File: config.mk
export PLATFORM = sky130hd
export DESIGN_NAME = mem_dump_flat
export DESIGN_NICKNAME = d
export VERILOG_FILES = /design/src/rtl/mem_dump_pkg.sv /design/src/rtl/mem_dump_if.sv /design/src/rtl/hex_nibble.sv /design/src/rtl/mem_dump.sv /design/src/flat_wrapper.sv
export SDC_FILE = /design/constraint.sdc
export NUM_CORES = 1
export LEC_CHECK = 0
export ABC_AREA = 1
export CAP_MARGIN = 40
export CORE_MARGIN = 8
export CORE_UTILIZATION = 40
export CTS_BUF_LIST = sky130_fd_sc_hd__clkbuf_8
export CTS_CLUSTER_SIZE = 28
export DETAILED_ROUTE_END_ITERATION = 8
export PLACE_DENSITY = 0.72
export SETUP_SLACK_MARGIN = 0.05
export SLEW_MARGIN = 25
export SYNTH_ARGS = -nofsm -noshare
export SYNTH_HDL_FRONTEND = slang
export SYNTH_SLANG_ARGS = --single-unit
File: constraint.sdc
create_clock -name CLK -period 2.7 [get_ports CLK]
set_input_delay 0.27 -clock CLK [delete_from_list [all_inputs] [get_ports CLK]]
set_output_delay 0.27 -clock CLK [all_outputs]
set_load 0.01 [all_outputs]
File: src/rtl/mem_dump_pkg.sv
// Shared types, state encoding and ASCII helpers for the memory-to-UART streamer.
package mem_dump_pkg;

    typedef logic [2:0] state_t;

    localparam state_t StIdle  = 3'd0;
    localparam state_t StFetch = 3'd1;
    localparam state_t StLatch = 3'd2;
    localparam state_t StSend  = 3'd3;
    localparam state_t StGap   = 3'd4;
    localparam state_t StDrain = 3'd5;

    localparam logic [7:0] AsciiZero   = 8'h30;
    localparam logic [7:0] AsciiUpperA = 8'h41;

    function automatic logic [7:0] nibble_to_ascii(input logic [3:0] nib);
        if (nib < 4'd10) begin
            return AsciiZero + {4'd0, nib};
        end
        return AsciiUpperA + {4'd0, nib} - 8'd10;
    endfunction

endpackage

File: src/rtl/mem_dump_if.sv
// Bundle of control, memory-read and UART handshake signals for mem_dump.
interface mem_dump_if #(
    parameter int unsigned ADDR_W = 15,
    parameter int unsigned LEN_W  = 16
);
    logic              start;
    logic              abort;
    logic [ADDR_W-1:0] base_addr;
    logic [LEN_W-1:0]  length;
    logic              loop;
    logic              busy;
    logic              done;
    logic [ADDR_W-1:0] mem_addr;
    logic [7:0]        mem_data_out;
    logic              tx_start;
    logic [7:0]        tx_char;
    logic              tx_busy;

    modport master (
        input  start, abort, base_addr, length, loop, mem_data_out, tx_busy,
        output busy, done, mem_addr, tx_start, tx_char
    );

    modport slave (
        output start, abort, base_addr, length, loop, mem_data_out, tx_busy,
        input  busy, done, mem_addr, tx_start, tx_char
    );
endinterface

File: src/rtl/hex_nibble.sv
// Combinational conversion of one nibble to its uppercase ASCII hex digit.
module hex_nibble import mem_dump_pkg::*; (
    input  logic [3:0] nibble,
    output logic [7:0] ascii
);
    assign ascii = nibble_to_ascii(nibble);
endmodule

File: src/rtl/mem_dump.sv
// Streams a byte range from synchronous memory to a UART transmitter, once or looping.
// Define MEM_DUMP_HEX_EN to send each byte as two uppercase ASCII hex digits.
module mem_dump import mem_dump_pkg::*; #(
    parameter int unsigned ADDR_W = 15,
    parameter int unsigned LEN_W  = 16
) (
    input logic        CLK,
    input logic        RST,
    mem_dump_if.master bus
);
    state_t            state_q, state_d;
    logic [ADDR_W-1:0] addr_q, addr_d, base_q, base_d;
    logic [LEN_W-1:0]  len_q, len_d, rem_q, rem_d;
    logic              loop_q, loop_d, abort_q, abort_d;
    logic [7:0]        hold_q, hold_d, char_q, char_d;
    logic              tx_start_q, tx_start_d, done_q, done_d;
    logic [7:0]        send_char;
    logic              byte_last;

`ifdef MEM_DUMP_HEX_EN
    logic       nib_q, nib_d;
    logic [7:0] ascii;

    hex_nibble u_hex_nibble (
        .nibble (nib_q ? hold_q[3:0] : hold_q[7:4]),
        .ascii  (ascii)
    );

    assign send_char = ascii;
    assign byte_last = nib_q;
`else
    assign send_char = hold_q;
    assign byte_last = 1'b1;
`endif

    always_comb begin
        state_d    = state_q;
        addr_d     = addr_q;
        base_d     = base_q;
        len_d      = len_q;
        rem_d      = rem_q;
        loop_d     = loop_q;
        hold_d     = hold_q;
        char_d     = char_q;
        tx_start_d = 1'b0;
        done_d     = 1'b0;
        abort_d    = abort_q | ((state_q != StIdle) & bus.abort);
`ifdef MEM_DUMP_HEX_EN
        nib_d      = nib_q;
`endif
        case (state_q)
            StIdle: begin
                abort_d = 1'b0;
`ifdef MEM_DUMP_HEX_EN
                nib_d   = 1'b0;
`endif
                if (bus.start) begin
                    if (bus.length == '0) begin
                        done_d = 1'b1;
                    end else begin
                        base_d  = bus.base_addr;
                        len_d   = bus.length;
                        loop_d  = bus.loop;
                        addr_d  = bus.base_addr;
                        rem_d   = bus.length;
                        state_d = StFetch;
                    end
                end
            end
            StFetch: state_d = StLatch;
            StLatch: begin
                hold_d  = bus.mem_data_out;
                state_d = StSend;
            end
            StSend: begin
                if (!bus.tx_busy) begin
                    tx_start_d = 1'b1;
                    char_d     = send_char;
                    state_d    = StGap;
                end
            end
            StGap: state_d = StDrain;
            StDrain: begin
                if (!bus.tx_busy) begin
`ifdef MEM_DUMP_HEX_EN
                    nib_d = ~nib_q;
`endif
                    if (!byte_last) begin
                        state_d = StSend;
                    end else begin
                        addr_d  = addr_q + ADDR_W'(1);
                        rem_d   = rem_q - LEN_W'(1);
                        state_d = StFetch;
                        // Abort only takes effect once the whole byte has gone out.
                        if (abort_d) begin
                            state_d = StIdle;
                            done_d  = 1'b1;
                            abort_d = 1'b0;
                        end else if (rem_q == LEN_W'(1)) begin
                            if (loop_q) begin
                                addr_d = base_q;
                                rem_d  = len_q;
                            end else begin
                                state_d = StIdle;
                                done_d  = 1'b1;
                            end
                        end
                    end
                end
            end
            default: state_d = StIdle;
        endcase
    end

    always_ff @(posedge CLK or posedge RST) begin
        if (RST) begin
            state_q    <= StIdle;
            addr_q     <= '0;
            base_q     <= '0;
            len_q      <= '0;
            rem_q      <= '0;
            loop_q     <= 1'b0;
            abort_q    <= 1'b0;
            hold_q     <= '0;
            char_q     <= '0;
            tx_start_q <= 1'b0;
            done_q     <= 1'b0;
`ifdef MEM_DUMP_HEX_EN
            nib_q      <= 1'b0;
`endif
        end else begin
            state_q    <= state_d;
            addr_q     <= addr_d;
            base_q     <= base_d;
            len_q      <= len_d;
            rem_q      <= rem_d;
            loop_q     <= loop_d;
            abort_q    <= abort_d;
            hold_q     <= hold_d;
            char_q     <= char_d;
            tx_start_q <= tx_start_d;
            done_q     <= done_d;
`ifdef MEM_DUMP_HEX_EN
            nib_q      <= nib_d;
`endif
        end
    end

    assign bus.busy     = (state_q != StIdle);
    assign bus.done     = done_q;
    assign bus.mem_addr = addr_q;
    assign bus.tx_start = tx_start_q;
    assign bus.tx_char  = char_q;

endmodule

File: src/flat_wrapper.sv
// flat-port wrapper written by rule: the top's interface ports become plain ports
module mem_dump_flat import mem_dump_pkg::*;
#(
    parameter int unsigned ADDR_W = 15,
    parameter int unsigned LEN_W  = 16
)
  (CLK, RST, bus_start, bus_abort, bus_base_addr, bus_length, bus_loop, bus_mem_data_out, bus_tx_busy, bus_busy, bus_done, bus_mem_addr, bus_tx_start, bus_tx_char);
  mem_dump_if #(.ADDR_W(ADDR_W), .LEN_W(LEN_W)) bus_i ();
  input logic CLK;
  input logic RST;
  input wire logic [$bits(bus_i.start)-1:0] bus_start;
  input wire logic [$bits(bus_i.abort)-1:0] bus_abort;
  input wire logic [$bits(bus_i.base_addr)-1:0] bus_base_addr;
  input wire logic [$bits(bus_i.length)-1:0] bus_length;
  input wire logic [$bits(bus_i.loop)-1:0] bus_loop;
  input wire logic [$bits(bus_i.mem_data_out)-1:0] bus_mem_data_out;
  input wire logic [$bits(bus_i.tx_busy)-1:0] bus_tx_busy;
  output wire logic [$bits(bus_i.busy)-1:0] bus_busy;
  output wire logic [$bits(bus_i.done)-1:0] bus_done;
  output wire logic [$bits(bus_i.mem_addr)-1:0] bus_mem_addr;
  output wire logic [$bits(bus_i.tx_start)-1:0] bus_tx_start;
  output wire logic [$bits(bus_i.tx_char)-1:0] bus_tx_char;
  assign bus_i.start = bus_start;
  assign bus_i.abort = bus_abort;
  assign bus_i.base_addr = bus_base_addr;
  assign bus_i.length = bus_length;
  assign bus_i.loop = bus_loop;
  assign bus_i.mem_data_out = bus_mem_data_out;
  assign bus_i.tx_busy = bus_tx_busy;
  assign bus_busy = bus_i.busy;
  assign bus_done = bus_i.done;
  assign bus_mem_addr = bus_i.mem_addr;
  assign bus_tx_start = bus_i.tx_start;
  assign bus_tx_char = bus_i.tx_char;
  mem_dump #(.ADDR_W(ADDR_W), .LEN_W(LEN_W)) u_core (.CLK(CLK), .RST(RST), .bus(bus_i));
endmodule
# Word level (Yosys, flattened, before mapping)

Index checks and enable logic that the tools add are counted.

Add/sub/neg operators: 2
Multipliers: 0
Div/mod/pow operators: 0
Magnitude comparators: 0
Equal/unequal tests: 10
Shifts and indexed selects: 0
Multiplexer cells: 33
Bitwise operators: 4
Reductions and logical operators: 8

Operators with widths:

| kind                    | count |
|---|---|
| $mux W16                | 6 |
| $mux W15                | 6 |
| $pmux W16 S2            | 1 |
| $pmux W15 S2            | 1 |
| $mux W3                 | 6 |
| $pmux W3 S6             | 1 |
| $eq A16 B1 Y1 const B   | 1 |
| $logic_not A16 Y1       | 1 |
| $sub A16 B1 Y16 const B | 1 |
| $add A15 B1 Y15 const B | 1 |
| $mux W1                 | 10 |
| $ne A2 B2 Y1 const B    | 4 |
| $reduce_and A4 Y1       | 2 |
| $eq A3 B2 Y1 const B    | 2 |
| $eq A3 B3 Y1 const B    | 2 |
| $pmux W1 S2             | 2 |
| $eq A3 B1 Y1 const B    | 1 |
| $logic_not A3 Y1        | 1 |
| $reduce_and A3 Y1       | 1 |
| $reduce_bool A3 Y1      | 1 |
| $not A1 Y1              | 2 |
| $reduce_and A2 Y1       | 1 |
| $reduce_bool A2 Y1      | 1 |
| $and A1 B1 Y1           | 1 |
| $or A1 B1 Y1            | 1 |

Flip-flop bits (word level): 85
Latch bits: 0
RAM bits: 0
ROM bits: 0
Input bits: 45
Output and inout bits: 26
Logic and storage cells: 68
Memories: 0

# Logic depth before layout (Yosys ltp)

Gate-level depths: netlist (run 1).

Word-level depth: 6
Depth in mapped cells: 12

# Worst setup path after synthesis (run 1)

Ideal clock, no wire load.

Path type: reg2reg
Start: reg u_core.rem_q[1]
End: reg u_core.addr_q[9], in the netlist u_core.bus.mem_addr[9]
Setup time: 0.117 ns
Arrival time: 1.421 ns
Required time: 2.583 ns
Path slack: 1.162 ns
Cell stages (with the launch flop): 13
Path buffers: 1
Period minus slack after synthesis: 1.538 ns
Cell sequence: dfrtp_1 -> inv_1 -> ha_1 -> inv_1 -> nor2_1 -> nand3_2 -> nor2_8 -> nand2_4 -> buf_6 -> nand2_1 -> nand3_1 -> nand3_1 -> nand2_1

Cells in the longest elaborated chain, start to end: 5

Ends and longest elaborated chain:

| element                | RTL line        | source |
|---|---|---|
| from (decl)            | mem_dump.sv:13  | `logic [LEN_W-1:0] len_q, len_d, rem_q, rem_d;` |
| from (signal assigned) | mem_dump.sv:136 | `rem_q <= rem_d;` |
| $eq A16 B1 Y1          | mem_dump.sv:99  | `end else if (rem_q == LEN_W'(1)) begin` |
| $mux W15               | mem_dump.sv:99  |  |
| $mux W15               | mem_dump.sv:95  | `if (abort_d) begin` |
| $mux W15               | mem_dump.sv:84  | `if (!bus.tx_busy) begin` |
| $pmux W15 S2           | mem_dump.sv:51  | `case (state_q)` |
| to (signal assigned)   | mem_dump.sv:133 | `addr_q <= addr_d;` |
| to (decl)              | mem_dump.sv:12  | `logic [ADDR_W-1:0] addr_q, addr_d, base_q, base_d;` |

Every way passes these cells. The select of a mux whose other input is x is not followed.
A chain may end at the register's enable or synchronous reset.

# Worst setup path after layout (run 1)

Start: reg u_core.state_q[1]
End: reg u_core.rem_q[7]

Cells in the longest elaborated chain, start to end: 6
Elaborated cells on any way between the ends: 13
Those cells by class: eq/ne: 4; mux: 3; bitwise: 2; reduce/logical: 4

Ends and longest elaborated chain:

| element                | RTL line        | source |
|---|---|---|
| from (decl)            | mem_dump.sv:11  | `state_t state_q, state_d;` |
| from (signal assigned) | mem_dump.sv:117 | `state_q <= StIdle;` |
| from (signal assigned) | mem_dump.sv:132 | `state_q <= state_d;` |
| $reduce_bool A3 Y1     | mem_dump.sv:47  | `abort_d = abort_q \| ((state_q != StIdle) & bus.abort);` |
| $and A1 B1 Y1          | mem_dump.sv:47  |  |
| $or A1 B1 Y1           | mem_dump.sv:47  |  |
| $mux W16               | mem_dump.sv:95  |  |
| $mux W16               | mem_dump.sv:84  |  |
| $pmux W16 S2           | mem_dump.sv:51  |  |

Parallel ways exist; a longest one is shown, timed or not. The select of a mux whose other input is x is not followed.

==> results.md, run 1 <==
* CP startpoint kind: flip-flop
* Final Max Slew Viols at 0
* First-pass GRT wire length at approximately 22,000 µm
* Vias in the first global route at between 4,000 and 5,000
* Reg2Reg Setup Slack at 0.63 ns
* Top cells by area, synth: dfrtp_1 43%, nand2_1 14%, nor2_1 8.7%
* Fin worst setup slack at about 0.63 ns
* # hold bufs at CTS at 0
* Distinct cells, synth at 28
* Fillcell total at 1,182
* HP Class: input pin to async pin
* GRT Total Usage at 0.162
* DIE WIDTH at 128 µm
* Total global routing overflow at 0
* Actual slew at the worst max-slew pin at 0.581 ns
* Synth-to-layout area growth at 21.3%
* Clock Sink Count at 85
* R2R Path End: u_core.rem_q[7]
* Fin crit period at about 2.1 ns
* Post-synth top area share at 0.427
* Row count at 40
* Drt total wl at between 10,000 and 15,000 µm
* Core ar. at around 12,000 µm²
* Effective utilization at floorplan at 0.413
* Drt first pass iters at 5
* Via-to-Cell Ratio at between 4 and 5
* Clk buf depth at 2
* Largest net degree at the start of global routing at between 60 and 70
* Max VDD drop at between 0.4 and 0.5 mV
* Worst r2r path cells at 10
* Layout cell share with drive strength beyond 1 at 0.0562
* Pre-CTS WS at about 0.54 ns
* Final Hold Vio Count at 0
* Leakage at just over 3 nW
* RSZ-0062 raised after global routing: false
* Post-route ant nets at 0
* Clk_lat worst skew at 0.37 ns
* Largest area contributor in the netlist: dfrtp_1
* Main flop type after synthesis: dfrtp_1
* IO Count at just over 70
* Cell Area, Synth at about 5000 µm²
* Final setup viols at 0
* Post-CTS resize count at 0
* Critical path required time at 2.99 ns
* Setup TNS at 0 ns
* Crit path kind: flip-flop to flip-flop
* FF+latch area at around 2100 µm²
* Crit path DAT at around 2.4 ns
* H-tree levels at 3
* Ant. Diodes at 0
* Synth async-reset ratio at 1.00
* Slew HR at 0.612
* Total CTS buffers at 9
* Most frequent cells after synthesis: 190 x nand2_1, 115 x nor2_1, 92 x inv_1
* Post-route DRC violation count at 0
* Gpl congestion at around 0.84
* Layout Nets at around 830
* Clock Skew at about 0.0092 ns
* Hold slack at 0.189 ns
* Worst Setup End Kind: flip-flop
* Port Buffer Count at 70
* Clock slew at reported path FFs at about 0.1 ns
* Initial antenna violation count at 0
* Fmax at between 400 and 500 MHz
* Power per cell area at between 1000 and 1500 nW/µm²
* CTS tree: done
* Crit-path max FO at 17
* Full die area at roughly 16,000 µm²
* Register area share after synthesis at 0.427
* Multi-input gate area at 2340 µm²
* RR Startpoint: u_core.state_q[1]
* Syn Inst Count at 718
* Mean Syn Cell Area at around 7 µm²
* Detailed Route Iter0 Violations at between 400 and 500
* Period utilisation layout at 0.767
* Status: finished, final reports clean
* Yosys reg bits at 85
* Most frequent cell after synthesis: nand2_1
* Die Y at roughly 130 µm
* Setup bufs post-CTS at 0
* EDFF count, synth at 0
* Post-synth net total at roughly 770
* Final HPWL DP at between 8000 and 9000 µm
* Total number of vias at approximately 4,600
* Routed wire per std cell at 13.2 µm
* Max cap viols at 0
* Root Driver: clkbuf_8
* Ys Warns at 0
routing by layer:
metal / share of wire / routed length [µm] / GRT usage / vias up
met3: 0.089 / 1120 / 0.0574 / 15
li1: - / - / - / 2349
met1: 0.47 / 5960 / 0.210 / 2077
met2: 0.42 / 5320 / 0.246 / 142
met5: 0 / 0 / 0 / -
met4: 0.015 / 184 / 0.0490 / 0
where the power goes:
group	internal, mW	switching, mW
combinational	1.16	1.68
clock	0.537	0.519
sequential	1.89	0.535
flip-flops by register name (all words and copies together), names as in the netlist:
signal / cells
u_core.abort_q: 1
u_core.bus.mem_addr: 15
u_core.len_q: 16
u_core.loop_q: 1
u_core.bus.tx_char: 8
u_core.bus.done: 1
u_core.hold_q: 8
u_core.state_q: 3
u_core.base_q: 15
u_core.rem_q: 16
u_core.bus.tx_start: 1
stage by stage:
stage	utilization	power, mW	std cells	cell area, µm²
finish	0.501	6.32	951	6040
global route	0.501	6.91	951	6040
CTS	0.501	6.37	951	6040
detailed placement	0.482	5.29	935	5810
global placement	0.482	5.23	935	5810
floorplan	-	4.33	718	4980
layout by cell type, fill, tap and decap left out, types with 2 or more instances in the layout:
cell type,Yosys,layout
nor2_4,2,2
nand2_4,2,2
a21oi_1,29,29
nor2_1,115,115
nand3b_1,7,7
nand2_2,5,5
nand2_1,190,190
nand3_2,2,2
ha_1,3,3
dfrtp_1,85,85
xnor2_1,5,5
bufinv_16,0,2
clkinv_4,0,2
buf_4,3,6
clkbuf_8,0,9
xor2_1,9,9
o21ai_0,42,42
nand4_1,5,5
clkdlybuf4s50_1,0,70
nor2_8,2,2
inv_6,0,2
inv_2,5,5
nand3_1,85,85
inv_1,92,91
critical path, stage by stage (launching register included):
cell	delay [ns]
dfrtp_1	0.42
nor2_1	0.18
nand2_2	0.10
nand2_1	0.09
nand2_2	0.08
nor2_4	0.39
buf_4	0.35
nand3_1	0.11
nand2_1	0.09
nand2_1	0.05
a21oi_1	0.14
cell families (layout without fill, tap and decap cells):
family / after synthesis / count (layout) / synth area share
simple gates: 417 / 417 / 0.362
buf+inv: 125 / 190 / 0.103
flops: 85 / 85 / 0.427
compound gates: 73 / 73 / 0.0739
xor+xnor: 14 / 14 / 0.0246
fa+ha+maj: 3 / 3 / 0.00754
mux: 1 / 1 / 0.00226
final cells by class:
type,instances,share of cell area
clock buffer,9,0.0205
clock inverter,7,0.0176
inverter,97,0.0605
multi-input combinational,508,0.388
sequential,85,0.352
tap,168,0.0348
timing repair buffer,77,0.127
worst max-delay path by stage:
stage,from,end,slack [ns],cells after the start
after floorplan,RST,u_core.abort_q,0.24,1
after global placement,bus_length[4],u_core.rem_q[7],0.56,11
after detailed placement,bus_length[4],u_core.bus.mem_addr[9],0.54,11
after CTS,u_core.state_q[1],u_core.rem_q[7],0.66,10
after global routing,u_core.state_q[1],u_core.rem_q[7],0.46,10
final,u_core.state_q[1],u_core.rem_q[7],0.63,10
(Power assumes the default switching activity.)
==> run 2, diff against run 1 <==
Settings changed: PLACE_DENSITY 0.72 to 0.74.
Clock period 2.7 ns to 1.7 ns, I/O delays scaled along.
==> run 2 against run 1 <==
Effect of this change: critical path depth unchanged; total power up 88%; via count up 11%; clock skew up 0.0027 ns; utilization up 8.7 points; the run now ends with setup timing left; clock power up 57%; combinational power up 120%; fmax up 20%.
==> results.md, run 2 (synthesis gave the netlist of run 1 again) <==
* Worst path cell trace: nor2_2 -> nand2_2 -> nand2_2 -> nand2_4 -> nor2_4 -> buf_12 -> nand2_8 -> nand2_1 -> nand3_2 -> a21oi_1
* Clk_lat worst skew at 0.37 ns (about the same)
* Fmax at 581 MHz (+20%)
* Worst r2r path cells at 10 (unchanged)
* Crit path kind: flip-flop to flip-flop
* CP startpoint kind: flip-flop
* Fin worst setup slack at -0.0217 ns (-0.651 ns)
* RSZ-0062 raised after global routing: true
* Worst Setup End Kind: flip-flop
* Sequential power share at 0.323 (-0.060)
* GR Layer Usage met2 at 0.274 (+0.0282)
* Failing checks: setup timing
* Worst stage delay on the critical path at 0.43 ns (about the same)
* Final Max Slew Viols at 0 (unchanged)
* Crit-path max FO at 7 (-10)
* Comb power frac at 0.538 (+0.088)
* Port Buffer Count at 70 (unchanged)
* Clock Sink Count at 85 (unchanged)
* Row count at 40 (unchanged)
* Via-to-Cell Ratio at 5.02 (+4.2%)
* HP Class: input pin to async pin
* Slowest CP cell: dfrtp_1
* P_int at 6.73 mW (+88%)
* Detailed Route Iter0 Violations at 582 (+22%)
* RR Startpoint: u_core.state_q[0]
* Most used cell, CP: nand2_2
* Status: finished, violations left
* GRT Total Usage at 0.176 (+0.0147)
* DIE WIDTH at 128 µm (unchanged)
* GRT busiest layer: met2
* Drt total wl at 15,100 µm (+20%)
* Root Driver: clkbuf_8
* Worst path depth at 10 (unchanged)
* Initial antenna violation count at 1 (+1)
* Hold slack at 0.268 ns (+0.0792 ns)
* Met3 usage at 0.0599 (+0.00250)
* Reg2Reg Setup Slack at -0.02 ns (-0.65 ns)
* Switching part of the total at 0.433 (about the same)
* Most frequent cells in the layout: 166 x nand2_1, 103 x nor2_1, 86 x inv_1
* Full die area at 16,300 µm² (unchanged)
* Pre-CTS WS at -0.198 ns (-0.738 ns)
* Crit path DAT at 2.02 ns (-0.34 ns)
* Total CTS buffers at 9 (unchanged)
* CTS tree: done
* Clk pwr share at 0.140 (-0.027)
* Sw Pwr at 5.14 mW (+88%)
* Power per cell area at 1670 nW/µm² (+60%)
* Ant. Diodes at 0 (unchanged)
* Post-route ant nets at 0 (unchanged)
* Routed wire per std cell at 14.8 µm (+12%)
* Max VDD drop at 0.837 mV (+88%)
* Fin crit period at 1.72 ns (-0.349 ns)
* IO Count at 71 (unchanged)
* Clk buf depth at 2 (unchanged)
* Layout cell share with drive strength beyond 1 at 0.228 (+0.172)
* Regs by FF count: u_core.len_q: 16 flops, u_core.rem_q: 16 flops
* Vias in the first global route at 4,792 (+10%)
* H-tree levels at 3 (unchanged)
* Core ar. at 12,100 µm² (unchanged)
* Post-route DRC violation count at 0 (unchanged)
* Synth-to-layout area growth at 42.4%
* Critical path required time at 2.00 ns (-0.99 ns)
* Final Hold Vio Count at 0 (unchanged)
* Most common cell after layout, fill and taps aside: nand2_1
* R2R Path End: u_core.bus.mem_addr[12]
* Leakage at 3.41 nW (+13%)
* Critical path buffer and inverter count at 1 (unchanged)
* Period utilisation layout at 1.01 (+0.246)
* Total global routing overflow at 0 (unchanged)
* Total number of vias at 5,110 (+11%)
* Actual slew at the worst max-slew pin at 0.479 ns (-0.102 ns)
* M1 GR Usage at 0.228 (+0.0172)
* CP top delay family: simple AND/OR/NAND/NOR gates
* Max cap viols at 0 (unchanged)
* First-pass GRT wire length at 23,600 µm (+8.9%)
* Die Y at 128 µm (unchanged)
* Final HPWL DP at 9240 µm (+5.6%)
* Slew HR at 0.680 (+0.0685)
* Largest net degree at the start of global routing at 86 (+30%)
* Clock Skew at 0.0119 ns (+0.00270 ns)
* Layout Nets at 894 (+8.2%)
* Clock slew at reported path FFs at 0.09 ns (about the same)
* Effective utilization at floorplan at 0.413 (unchanged)
* Gpl congestion at 0.890 (+5.9%)
* Drt first pass iters at 5 (unchanged)
* Final setup viols at 5 (+5)
[run 2: changes by cell type in the layout (fill, tap and decap cells not counted), moves of 12 or more]
cell / change
buf_4: +47
nand3_1: -25
nand2_1: -24
nand3_2: +23
nand2_2: +18
nor2_1: -12
[run 2: cell type report]
cell class              count  area, µm²
fillers                  1045       4970
multi-input cells         511       2730
flip-flops and latches     85       2130
repair buffers            142       1420
inverters                  97        373
well taps                 168        210
clock buffers              10        138
clock inverters             5       85.1
[run 2: power groups by stage]
stage               logic, mW  registers, mW  clock network, mW
floorplan                3.10           3.77                  0
CTS                      5.47           3.76               1.68
global placement         5.08           3.77                  0
detailed placement       5.22           3.78                  0
global route             7.00           3.94               1.76
finish                   6.38           3.83               1.66
[run 2: worst reg2reg max path, stage by stage, from the launching register on]
cell and delay, ns:
dfrtp_1 0.43, nor2_2 0.16, nand2_2 0.09, nand2_2 0.08
nand2_4 0.07, nor2_4 0.20, buf_12 0.19, nand2_8 0.10
nand2_1 0.10, nand3_2 0.07, a21oi_1 0.16
[run 2: routing by layer]
metal	share of wire	wire [µm]
met1	0.42	6350
met2	0.46	6870
met3	0.095	1430
met4	0.027	412
met5	0.00066	10
[run 2: how the worst max path moves through the flow]
stage / start / end / slack [ns]
floorplan: u_core.rem_q[1] / u_core.bus.mem_addr[9] / 0.16
global placement: bus_length[0] / u_core.rem_q[8] / -0.14
detailed placement: bus_length[4] / u_core.bus.mem_addr[4] / -0.20
CTS: u_core.rem_q[1] / u_core.bus.mem_addr[2] / 0.01
global route: u_core.bus.mem_addr[0] / u_core.bus.mem_addr[10] / -0.10
finish: u_core.state_q[0] / u_core.bus.mem_addr[12] / -0.02
[run 2: metrics by stage]
stage	instances	power (mW)	cell area [µm²]	setup TNS, ns	utilization
detailed placement	980	9.00	6210	-9.25	0.515
CTS	1011	10.9	6750	0	0.560
floorplan	718	6.87	4980	0	-
global placement	980	8.85	6210	-7.36	0.515
finish	1018	11.9	7090	-0.0627	0.588
global route	1018	12.7	7090	-1.63	0.588
[run 2: timing repair]
item                       4_1_cts  5_1_grt
hold buffers                     0        0
setup buffers                   12        7
gates resized for setup         26       87
pin swaps                       22       46
gates cloned                     4        4
setup endpoints to repair       33       35
